File: config.mk
export PLATFORM = sky130hd
export DESIGN_NAME = gf_inverse_flat
export DESIGN_NICKNAME = d
export VERILOG_FILES = /design/src/rtl/gf_inverse_pkg.sv /design/src/rtl/gf_inverse_if.sv /design/src/rtl/gf_inverse_mul_comb.sv /design/src/rtl/gf_inverse.sv /design/src/flat_wrapper.sv
export SDC_FILE = /design/constraint.sdc
export NUM_CORES = 1
export LEC_CHECK = 0
export CAP_MARGIN = 0
export CORE_AREA = 3 3 72 74
export CTS_BUF_LIST = sky130_fd_sc_hd__clkbuf_4 sky130_fd_sc_hd__clkbuf_8 sky130_fd_sc_hd__clkbuf_16
export CTS_CLUSTER_SIZE = 12
export DETAILED_ROUTE_END_ITERATION = 6
export DIE_AREA = 0 0 75 77
export PLACE_DENSITY_LB_ADDON = 0.12
export SKIP_CTS_REPAIR_TIMING = 1
export SYNTH_ARGS = -nofsm -noshare
export SYNTH_HDL_FRONTEND = slang
export SYNTH_SLANG_ARGS = --single-unit
File: constraint.sdc
create_clock -name clk -period 4.17 [get_ports clk]
set_input_delay 0.834 -clock clk [delete_from_list [all_inputs] [get_ports clk]]
set_output_delay 0.834 -clock clk [all_outputs]
set_load 0.05 [all_outputs]
File: src/rtl/gf_inverse_pkg.sv
// Shared types and constants for the GF(2^8) inverter (package gf_pkg).
// Holds the field width, default reduction polynomial, FSM state type and step counts.
package gf_pkg;

  localparam int unsigned GF_WIDTH    = 8;
  localparam int unsigned SQR_STEPS   = 7;
  localparam int unsigned MUL_STEPS   = 6;
  localparam int unsigned TOTAL_STEPS = SQR_STEPS + MUL_STEPS;
  localparam int unsigned STEP_W      = $clog2(TOTAL_STEPS);

  typedef logic [GF_WIDTH-1:0] gf_elem_t;
  typedef logic [STEP_W-1:0]   step_t;

  // Low byte of x^8+x^4+x^3+x+1
  localparam gf_elem_t GF_POLY_DEFAULT = 8'h1B;

  // Index of the final multiply in the square-and-multiply chain
  localparam step_t LAST_STEP = step_t'(TOTAL_STEPS - 1);

  typedef enum logic [1:0] {
    IDLE = 2'd0,
    SQR  = 2'd1,
    MUL  = 2'd2,
    DONE = 2'd3
  } gf_state_t;

endpackage

File: src/rtl/gf_inverse_if.sv
// Operand/result handshake bundle for gf_inverse.
// The slave modport is the inverter side; master is the producer/consumer side.
interface gf_inverse_if;

  logic              in_valid;
  logic              in_ready;
  gf_pkg::gf_elem_t  in_data;
  logic              out_valid;
  logic              out_ready;
  gf_pkg::gf_elem_t  out_data;

  modport master (
    output in_valid,
    output in_data,
    output out_ready,
    input  in_ready,
    input  out_valid,
    input  out_data
  );

  modport slave (
    input  in_valid,
    input  in_data,
    input  out_ready,
    output in_ready,
    output out_valid,
    output out_data
  );

endinterface

File: src/rtl/gf_inverse_mul_comb.sv
// Purely combinational GF(2^8) multiplier: shift-and-add with per-shift reduction.
// Every intermediate stays GF_WIDTH bits; overflow out of bit 7 folds POLY back in.
module gf_mul_comb
  import gf_pkg::*;
#(
  parameter gf_elem_t POLY = GF_POLY_DEFAULT
) (
  input  gf_elem_t a,
  input  gf_elem_t b,
  output gf_elem_t p
);

  function automatic gf_elem_t gf_mul(input gf_elem_t x, input gf_elem_t y);
    gf_elem_t prod;
    gf_elem_t sh;
    prod = '0;
    sh   = x;
    for (int i = 0; i < int'(GF_WIDTH); i++) begin
      if (y[i]) prod = prod ^ sh;
      sh = {sh[GF_WIDTH-2:0], 1'b0} ^ (sh[GF_WIDTH-1] ? POLY : gf_elem_t'(0));
    end
    return prod;
  endfunction

  assign p = gf_mul(a, b);

endmodule

File: src/rtl/gf_inverse.sv
// GF(2^8) multiplicative inverse via a^254 using one shared multiplier over 13 cycles.
// Optional GF_INV_FASTPATH_EN: operands 0x00/0x01 skip the chain and go straight to DONE.
module gf_inverse
  import gf_pkg::*;
#(
  parameter gf_elem_t POLY = GF_POLY_DEFAULT
) (
  input  logic         clk,
  input  logic         rst_n,
  gf_inverse_if.slave  bus
);

  gf_state_t state, state_nxt;
  gf_elem_t  base, base_nxt;
  gf_elem_t  acc, acc_nxt;
  step_t     step, step_nxt;
  logic      out_valid, out_valid_nxt;
  gf_elem_t  out_data, out_data_nxt;

  gf_elem_t  mul_a, mul_b, mul_p;

  gf_mul_comb #(.POLY(POLY)) u_mul (
    .a (mul_a),
    .b (mul_b),
    .p (mul_p)
  );

  // State and datapath registers
  always_ff @(posedge clk or negedge rst_n) begin
    if (!rst_n) begin
      state     <= IDLE;
      base      <= '0;
      acc       <= '0;
      step      <= '0;
      out_valid <= 1'b0;
      out_data  <= '0;
    end else begin
      state     <= state_nxt;
      base      <= base_nxt;
      acc       <= acc_nxt;
      step      <= step_nxt;
      out_valid <= out_valid_nxt;
      out_data  <= out_data_nxt;
    end
  end

  // Next-state, datapath and multiplier operand selection
  always_comb begin
    state_nxt     = state;
    base_nxt      = base;
    acc_nxt       = acc;
    step_nxt      = step;
    out_valid_nxt = out_valid;
    out_data_nxt  = out_data;
    mul_a         = base;
    mul_b         = base;

    unique case (state)
      IDLE: begin
        if (bus.in_valid) begin
          base_nxt  = bus.in_data;
          step_nxt  = '0;
          state_nxt = SQR;
`ifdef GF_INV_FASTPATH_EN
          // 0 and 1 are their own a^254
          if (bus.in_data[GF_WIDTH-1:1] == '0) begin
            acc_nxt   = bus.in_data;
            state_nxt = DONE;
          end
`endif
        end
      end

      SQR: begin
        mul_a    = base;
        mul_b    = base;
        base_nxt = mul_p;
        step_nxt = step + step_t'(1);
        if (step == '0) begin
          acc_nxt   = mul_p;
          state_nxt = SQR;
        end else begin
          state_nxt = MUL;
        end
      end

      MUL: begin
        mul_a    = acc;
        mul_b    = base;
        acc_nxt  = mul_p;
        step_nxt = step + step_t'(1);
        state_nxt = (step == LAST_STEP) ? DONE : SQR;
      end

      DONE: begin
        // Result is published one edge after entering DONE and held until taken
        if (out_valid && bus.out_ready) begin
          out_valid_nxt = 1'b0;
          state_nxt     = IDLE;
        end else begin
          out_valid_nxt = 1'b1;
          out_data_nxt  = acc;
        end
      end

      default: state_nxt = IDLE;
    endcase
  end

  assign bus.in_ready  = (state == IDLE);
  assign bus.out_valid = out_valid;
  assign bus.out_data  = out_data;

endmodule

File: src/flat_wrapper.sv
// flat-port wrapper written by rule: the top's interface ports become plain ports
module gf_inverse_flat import gf_pkg::*;
#(
  parameter gf_elem_t POLY = GF_POLY_DEFAULT
)
  (clk, rst_n, bus_in_valid, bus_in_data, bus_out_ready, bus_in_ready, bus_out_valid, bus_out_data);
  gf_inverse_if bus_i ();
  input  logic clk;
  input  logic rst_n;
  input wire logic [$bits(bus_i.in_valid)-1:0] bus_in_valid;
  input wire logic [$bits(bus_i.in_data)-1:0] bus_in_data;
  input wire logic [$bits(bus_i.out_ready)-1:0] bus_out_ready;
  output wire logic [$bits(bus_i.in_ready)-1:0] bus_in_ready;
  output wire logic [$bits(bus_i.out_valid)-1:0] bus_out_valid;
  output wire logic [$bits(bus_i.out_data)-1:0] bus_out_data;
  assign bus_i.in_valid = bus_in_valid;
  assign bus_i.in_data = bus_in_data;
  assign bus_i.out_ready = bus_out_ready;
  assign bus_in_ready = bus_i.in_ready;
  assign bus_out_valid = bus_i.out_valid;
  assign bus_out_data = bus_i.out_data;
  gf_inverse #(.POLY(POLY)) u_core (.clk(clk), .rst_n(rst_n), .bus(bus_i));
endmodule
==> metrics.md, run 1 <==
| Metric | Value |
|---|---|
| Share of cells above drive strength 1 | `slightly above 10%` |
| Final Cycle Share | `approximately 85%` |
| Max Fclk | `0.283 GHz` |
| R2R setup slack | `about 0.64 ns` |
| Die width | `roughly 75 um` |
| Row count | `25` |
| Hold Path Sink | `u_core.bus.out_data[2]$_DFFE_PN0P_` |
| Hold_sp | `u_core.bus.out_data[2]$_DFFE_PN0P_` |
| H-tree Lvls | `2` |
| Root buffer cell | `clkbuf_8` |
| Synth Warn # | `0` |
| Post-Route WL | `6340 um` |
| Kind of critical path | `reg2reg` |
| Post-synthesis instance total | `around 310` |
| Post-synthesis cell area | `between 2000 and 3000 um2` |
| Clock latency on the worst-skew pair | `0.29 ns` |
| CP endpoint kind | `flip-flop` |
| Critical R2R Capture | `u_core.base[4]$_DFFE_PN0P_` |
| GRT Overall Usage | `a little under a quarter` |
| Required @ worst endpoint | `around 4.4 ns` |
| Starting density of the core | `just under 60%` |
| Yosys cell types | `37` |
| Worst Skew | `between 0.008 and 0.009 ns` |
| Hold-critical path depth | `1` |
| Setup crit start kind | `flip-flop` |
| Fin crit period | `between 3 and 4 ns` |
| FILL cells | `395` |
| Total grt overflow | `0` |
| CTS buffer count | `5` |
| First-pass GRT wire length | `10500 um` |
| Status | `finished clean` |
| RSZ-0062 raised after global routing | `no` |
| R2R cell count | `10` |
| Post-Syn Nets | `324` |
| Final layout net count | `between 300 and 400` |
| Initial antenna violation count | `0` |
| Slew Viols, Final | `0` |
| Final ANT Viol Nets | `0` |
| Final setup violation count | `0` |
| Slew headroom | `29.8%` |
| Sequential cell area fraction in the yosys report | `between 20% and 30%` |
| Register area | `~780 um2` |
| Hold Crit Class | `reg2reg` |
| Ports | `22` |
| Clock sink total | `31` |
| Die H | `77 um` |
| DR vias | `approximately 2100` |
| Routed len/inst | `about 17 um` |
| CP arrival | `around 3.7 ns` |
| Initial detailed-routing violation count | `101` |
| DR pass1 iterations | `4` |
| CTS tree | `built` |
| Setup tns final | `0 ns` |
| Number of hold violations in the final report | `0` |
| Synth-to-Final Area Change | `12.8%` |
| Slew at the pin with the worst max-slew slack | `roughly 1.1 ns` |
| Multi-input logic area | `between 1500 and 2000 um2` |
| # diodes | `0` |
| DP Wirelength | `about 4600 um` |
| Drc violations | `0` |
| Largest net degree at the start of global routing | `32` |
| Max Root-Sink Buffers | `2` |
| Maxcap violations | `0` |
| PortBufs | `21` |
| Vias per cell | `roughly 5.7` |
| Crit-path max FO | `10` |
| Syn_area_per_cell | `approximately 8.9 um2` |
| Register bit total from synthesis | `31` |
| Core ar. | `around 4700 um2` |
| Vias in the first global route | `approximately 2000` |
| Die area | `around 5800 um2` |
| R2R Path Start | `u_core.state[0]$_DFFE_PN0P_` |
| RePlAce Congestion | `around 0.85` |
| Clk slew on worst S/H paths | `about 0.070 ns` |
==> cells in the mapped netlist, drive strengths merged <==
| cell type | n | area share [%] |
|---|---|---|
| nor3 | 3 | 0.55 |
| nand2b | 14 | 3.2 |
| xnor2 | 58 | 19 |
| mux2i | 10 | 4.3 |
| o32ai | 1 | 0.32 |
| xor3 | 1 | 0.92 |
| inv | 10 | 1.4 |
| nand3 | 11 | 2.0 |
| nor2 | 4 | 0.55 |
| clkbuf | 13 | 1.8 |
| o22a | 1 | 0.32 |
| dfrtp | 31 | 29 |
| xnor3 | 2 | 1.7 |
| a221o | 6 | 2.2 |
| o211ai | 1 | 0.28 |
| a32oi | 1 | 0.32 |
| mux2 | 17 | 7.1 |
| a21oi | 10 | 1.8 |
| a21o | 2 | 0.55 |
| o22ai | 3 | 0.69 |
| nor2b | 3 | 0.69 |
| a311oi | 1 | 0.32 |
| a22o | 2 | 0.65 |
| buf | 4 | 0.78 |
| a32o | 1 | 0.37 |
| nand2 | 63 | 8.7 |
| a22oi | 1 | 0.28 |
| ha | 7 | 3.2 |
| o21ai | 4 | 0.74 |
| a221oi | 2 | 0.88 |
| xor2 | 18 | 5.8 |
==> worst max-delay path, cell delays in order (launching register included) <==
cell and delay, ns:
dfrtp_1 0.41, inv_1 0.15, ha_1 0.42, mux2i_1 0.39, xor3_2 0.63, xnor2_2 0.25, xor2_1 0.21, nand2_1 0.09
xnor2_1 0.19, xnor3_1 0.44, a221oi_2 0.27
==> per-layer routing <==
layer | routed length [um] | global-route usage, %
met1 | 2770 | 34.0
met2 | 3020 | 36.5
met3 | 398 | 3.41
met4 | 149 | 8.36
met5 | 0 | 0
==> logic make-up after synthesis <==
| family | Yosys count | share of synthesized area [%] |
|---|---|---|
| buffers and inverters | 27 | 3.96 |
| flip-flops | 31 | 28.6 |
| adder cells (fa/ha/maj) | 7 | 3.23 |
| AND/OR/NAND/NOR | 98 | 15.8 |
| XOR/XNOR | 79 | 27.4 |
| AO/OA/AOI/OAI | 36 | 9.77 |
| multiplexers | 27 | 11.3 |
==> cells in the final DEF, fill, tap and decap left out, types with 2 or more instances in the layout <==
cell and instances:
nand2_1 63, ha_1 7, nor3_1 3, dfrtp_1 31
o21ai_0 4, mux2i_1 8, a21o_1 2, nand2b_1 14
clkbuf_8 6, a21oi_1 10, a22o_1 2, buf_4 3
xnor2_1 57, mux2_2 17, a221o_1 6, o22ai_1 3
nand3_1 11, xor2_1 18, nor2_1 4, nor2b_1 3
xnor3_1 2, clkdlybuf4s50_1 21, inv_1 10
==> per-stage QoR <==
stage	cell area [um2]	setup WS [ns]	hold WS [ns]	util, %	cells
detailed placement	2950	0.681	0.495	63.2	366
global route	3060	0.444	0.525	65.7	374
global placement	2950	0.839	0.488	63.2	366
CTS	3060	0.653	0.510	65.7	374
floorplan	2720	1.08	0.489	-	305
finish	3060	0.640	0.505	65.7	374
==> sequential cells by signal (all words and copies together) (netlist names) <==
signal,count
u_core.acc,8
u_core.base,8
u_core.bus.out_data,8
u_core.bus.out_valid,1
u_core.state,2
u_core.step,4
==> cell type report <==
| cell class | count | share of cell area, % |
|---|---|---|
| Sequential cell | 31 | 25.3 |
| Clock inverter | 2 | 1.14 |
| Inverter | 10 | 1.23 |
| Clock buffer | 6 | 2.70 |
| Timing Repair Buffer | 24 | 7.60 |
| Tap cell | 54 | 2.21 |
| Multi-Input combinational cell | 247 | 59.8 |
==> worst max path at each step <==
stage                                      from                         end  cells after the start
global placement    u_core.state[0]$_DFFE_PN0P_  u_core.base[4]$_DFFE_PN0P_                     10
CTS                 u_core.state[0]$_DFFE_PN0P_  u_core.base[4]$_DFFE_PN0P_                     10
global route        u_core.state[0]$_DFFE_PN0P_  u_core.base[4]$_DFFE_PN0P_                     10
floorplan           u_core.state[0]$_DFFE_PN0P_  u_core.base[4]$_DFFE_PN0P_                     11
detailed placement  u_core.state[0]$_DFFE_PN0P_  u_core.base[4]$_DFFE_PN0P_                     10
finish              u_core.state[0]$_DFFE_PN0P_  u_core.base[4]$_DFFE_PN0P_                     10
Power of run 1 is not shown: default switching activity piles up to over one toggle a cycle in this logic, so the estimate is an artifact.
==> run 2: changes to the inputs <==
- CORE_AREA: 3 3 72 74 -> 3 3 76 78
- DIE_AREA: 0 0 75 77 -> 0 0 79 81
- clock period: 4.17 -> 3.21 ns (I/O delays scaled with it)
==> metrics.md, run 2 (synthesis results as in run 1) <==
| Metric | Value |
|---|---|
| Final ANT Viol Nets | `0` |
| Hold_sp | `u_core.bus.out_data[2]$_DFFE_PN0P_` |
| DR vias | `between 2000 and 2500` |
| PortBufs | `21` |
| CTS buffer count | `5` |
| Root buffer cell | `clkbuf_8` |
| Row count | `26` |
| Clock latency on the worst-skew pair | `between 0.2 and 0.3 ns` |
| Largest net degree at the start of global routing | `32` |
| Vias in the first global route | `2133` |
| Crit path max-delay family | `XOR/XNOR gates` |
| Max Fclk | `roughly 0.33 GHz` |
| Critical path cell sequence | `inv_2, ha_2, buf_4, mux2_4, xor3_2, buf_4, nand2_1, xnor2_1, xnor2_1, xnor3_1, a221oi_2` |
| Launching element of the worst setup path | `u_core.state[0]$_DFFE_PN0P_` |
| GRT Overall Usage | `21.6%` |
| Required @ worst endpoint | `approximately 3.4 ns` |
| Final layout net count | `361` |
| Largest regs | `u_core.acc (8), u_core.base (8), u_core.bus.out_data (8)` |
| Post-Route WL | `approximately 6600 um` |
| Max Root-Sink Buffers | `2` |
| Slew headroom | `between 50% and 60%` |
| Starting density of the core | `between 50% and 60%` |
| Die H | `around 81 um` |
| Commonest non-fill, non-tap cell in the layout | `nand2_1` |
| Die area | `between 6000 and 7000 um2` |
| Worst Skew | `about 0.0067 ns` |
| Final Cell Area | `about 3300 um2` |
| Crit-path max FO | `7` |
| Synth-to-Final Area Change | `21.0%` |
| Slew at the pin with the worst max-slew slack | `just over 0.6 ns` |
| Ports | `22` |
| H-tree Lvls | `2` |
| CTS tree | `built` |
| First-pass GRT wire length | `10700 um` |
| Total grt overflow | `0` |
| Final setup violation count | `0` |
| Number of hold violations in the final report | `0` |
| Slew Viols, Final | `0` |
| DR pass1 iterations | `4` |
| Die width | `between 70 and 80 um` |
| Maxcap violations | `0` |
| R2R Path Start | `u_core.state[0]$_DFFE_PN0P_` |
| Fin crit period | `3.03 ns` |
| Status | `finished clean` |
| # diodes | `0` |
| Clock sink total | `31` |
| Vias per cell | `about 5.4` |
| Dpl cell area | `3140 um2` |
| Hold Crit Class | `reg2reg` |
| Drc violations | `0` |
| Clk slew on worst S/H paths | `0.06 ns` |
| RePlAce Congestion | `about 0.92` |
| Crit-path max cell delay | `between 0.4 and 0.5 ns` |
| CP endpoint kind | `flip-flop` |
| Routed len/inst | `roughly 16 um` |
| CP arrival | `3.21 ns` |
| Most frequent cells in the layout | `63 x nand2_1, 55 x xnor2_1, 31 x dfrtp_1` |
| Initial detailed-routing violation count | `about 150` |
| DP Wirelength | `4960 um` |
| Final Cycle Share | `roughly 94%` |
| CP max-delay cell | `xor3_2` |
| Critical path buffers and inverters | `3` |
| Share of cells above drive strength 1 | `18.1%` |
| Initial antenna violation count | `0` |
| Setup crit start kind | `flip-flop` |
| Core ar. | `roughly 5000 um2` |
| Kind of critical path | `reg2reg` |
## run 2: cell types whose count changed in the layout (fill, tap and decap cells not counted), sizes merged
cell and change:
clkinv -1, bufinv -1, clkbuf +2, buf +23
## run 2: final timing paths
kind	end	slack (ns)	depth (start not counted)
worst max-delay path	u_core.base[4]$_DFFE_PN0P_	0.18	11
worst min register to register	u_core.bus.out_data[2]$_DFFE_PN0P_	0.50	1
worst max register to register	u_core.base[4]$_DFFE_PN0P_	0.18	11
min in group asynchronous	u_core.bus.out_data[5]$_DFFE_PN0P_	0.76	2
worst min-delay path	u_core.bus.out_data[2]$_DFFE_PN0P_	0.50	1
max in group asynchronous	u_core.base[5]$_DFFE_PN0P_	2.15	2
## run 2: layout make-up
type,count,area [um2]
Inverter,10,37.5
Fill cell,469,1850
Tap cell,70,87.6
Sequential cell,31,776
Clock buffer,8,104
Timing Repair Buffer,47,405
Multi-Input combinational cell,247,1880
## run 2: stage by stage
step	setup slack, ns	utilization (%)	TNS, ns	instances	hold WS, ns
after floorplan	0.123	-	0	305	0.346
final	0.183	63.9	0	413	0.505
after global placement	0.135	61.1	0	405	0.489
after detailed placement	0.0301	61.1	0	405	0.494
after CTS	0.000938	63.1	0	413	0.509
after global routing	-0.00551	63.9	-0.00551	413	0.519
## run 2: per-layer routing
| metal | routed length [um] | up-vias | track usage [%] |
|---|---|---|---|
| li1 | - | 1088 | - |
| met1 | 3130 | 1067 | 31.3 |
| met2 | 3030 | 65 | 34.0 |
| met3 | 376 | 4 | 3.44 |
| met4 | 27 | 0 | 4.64 |
| met5 | 0 | - | 0 |
## run 2: worst register-to-register path, cell delays in order (launching register included)
cell and delay [ns]:
dfrtp_1 0.39, inv_2 0.10, ha_2 0.22, buf_4 0.17, mux2_4 0.35, xor3_2 0.48, buf_4 0.20, nand2_1 0.08
xnor2_1 0.13, xnor2_1 0.17, xnor3_1 0.38, a221oi_2 0.27
Power of run 2 is left out for the same reason.
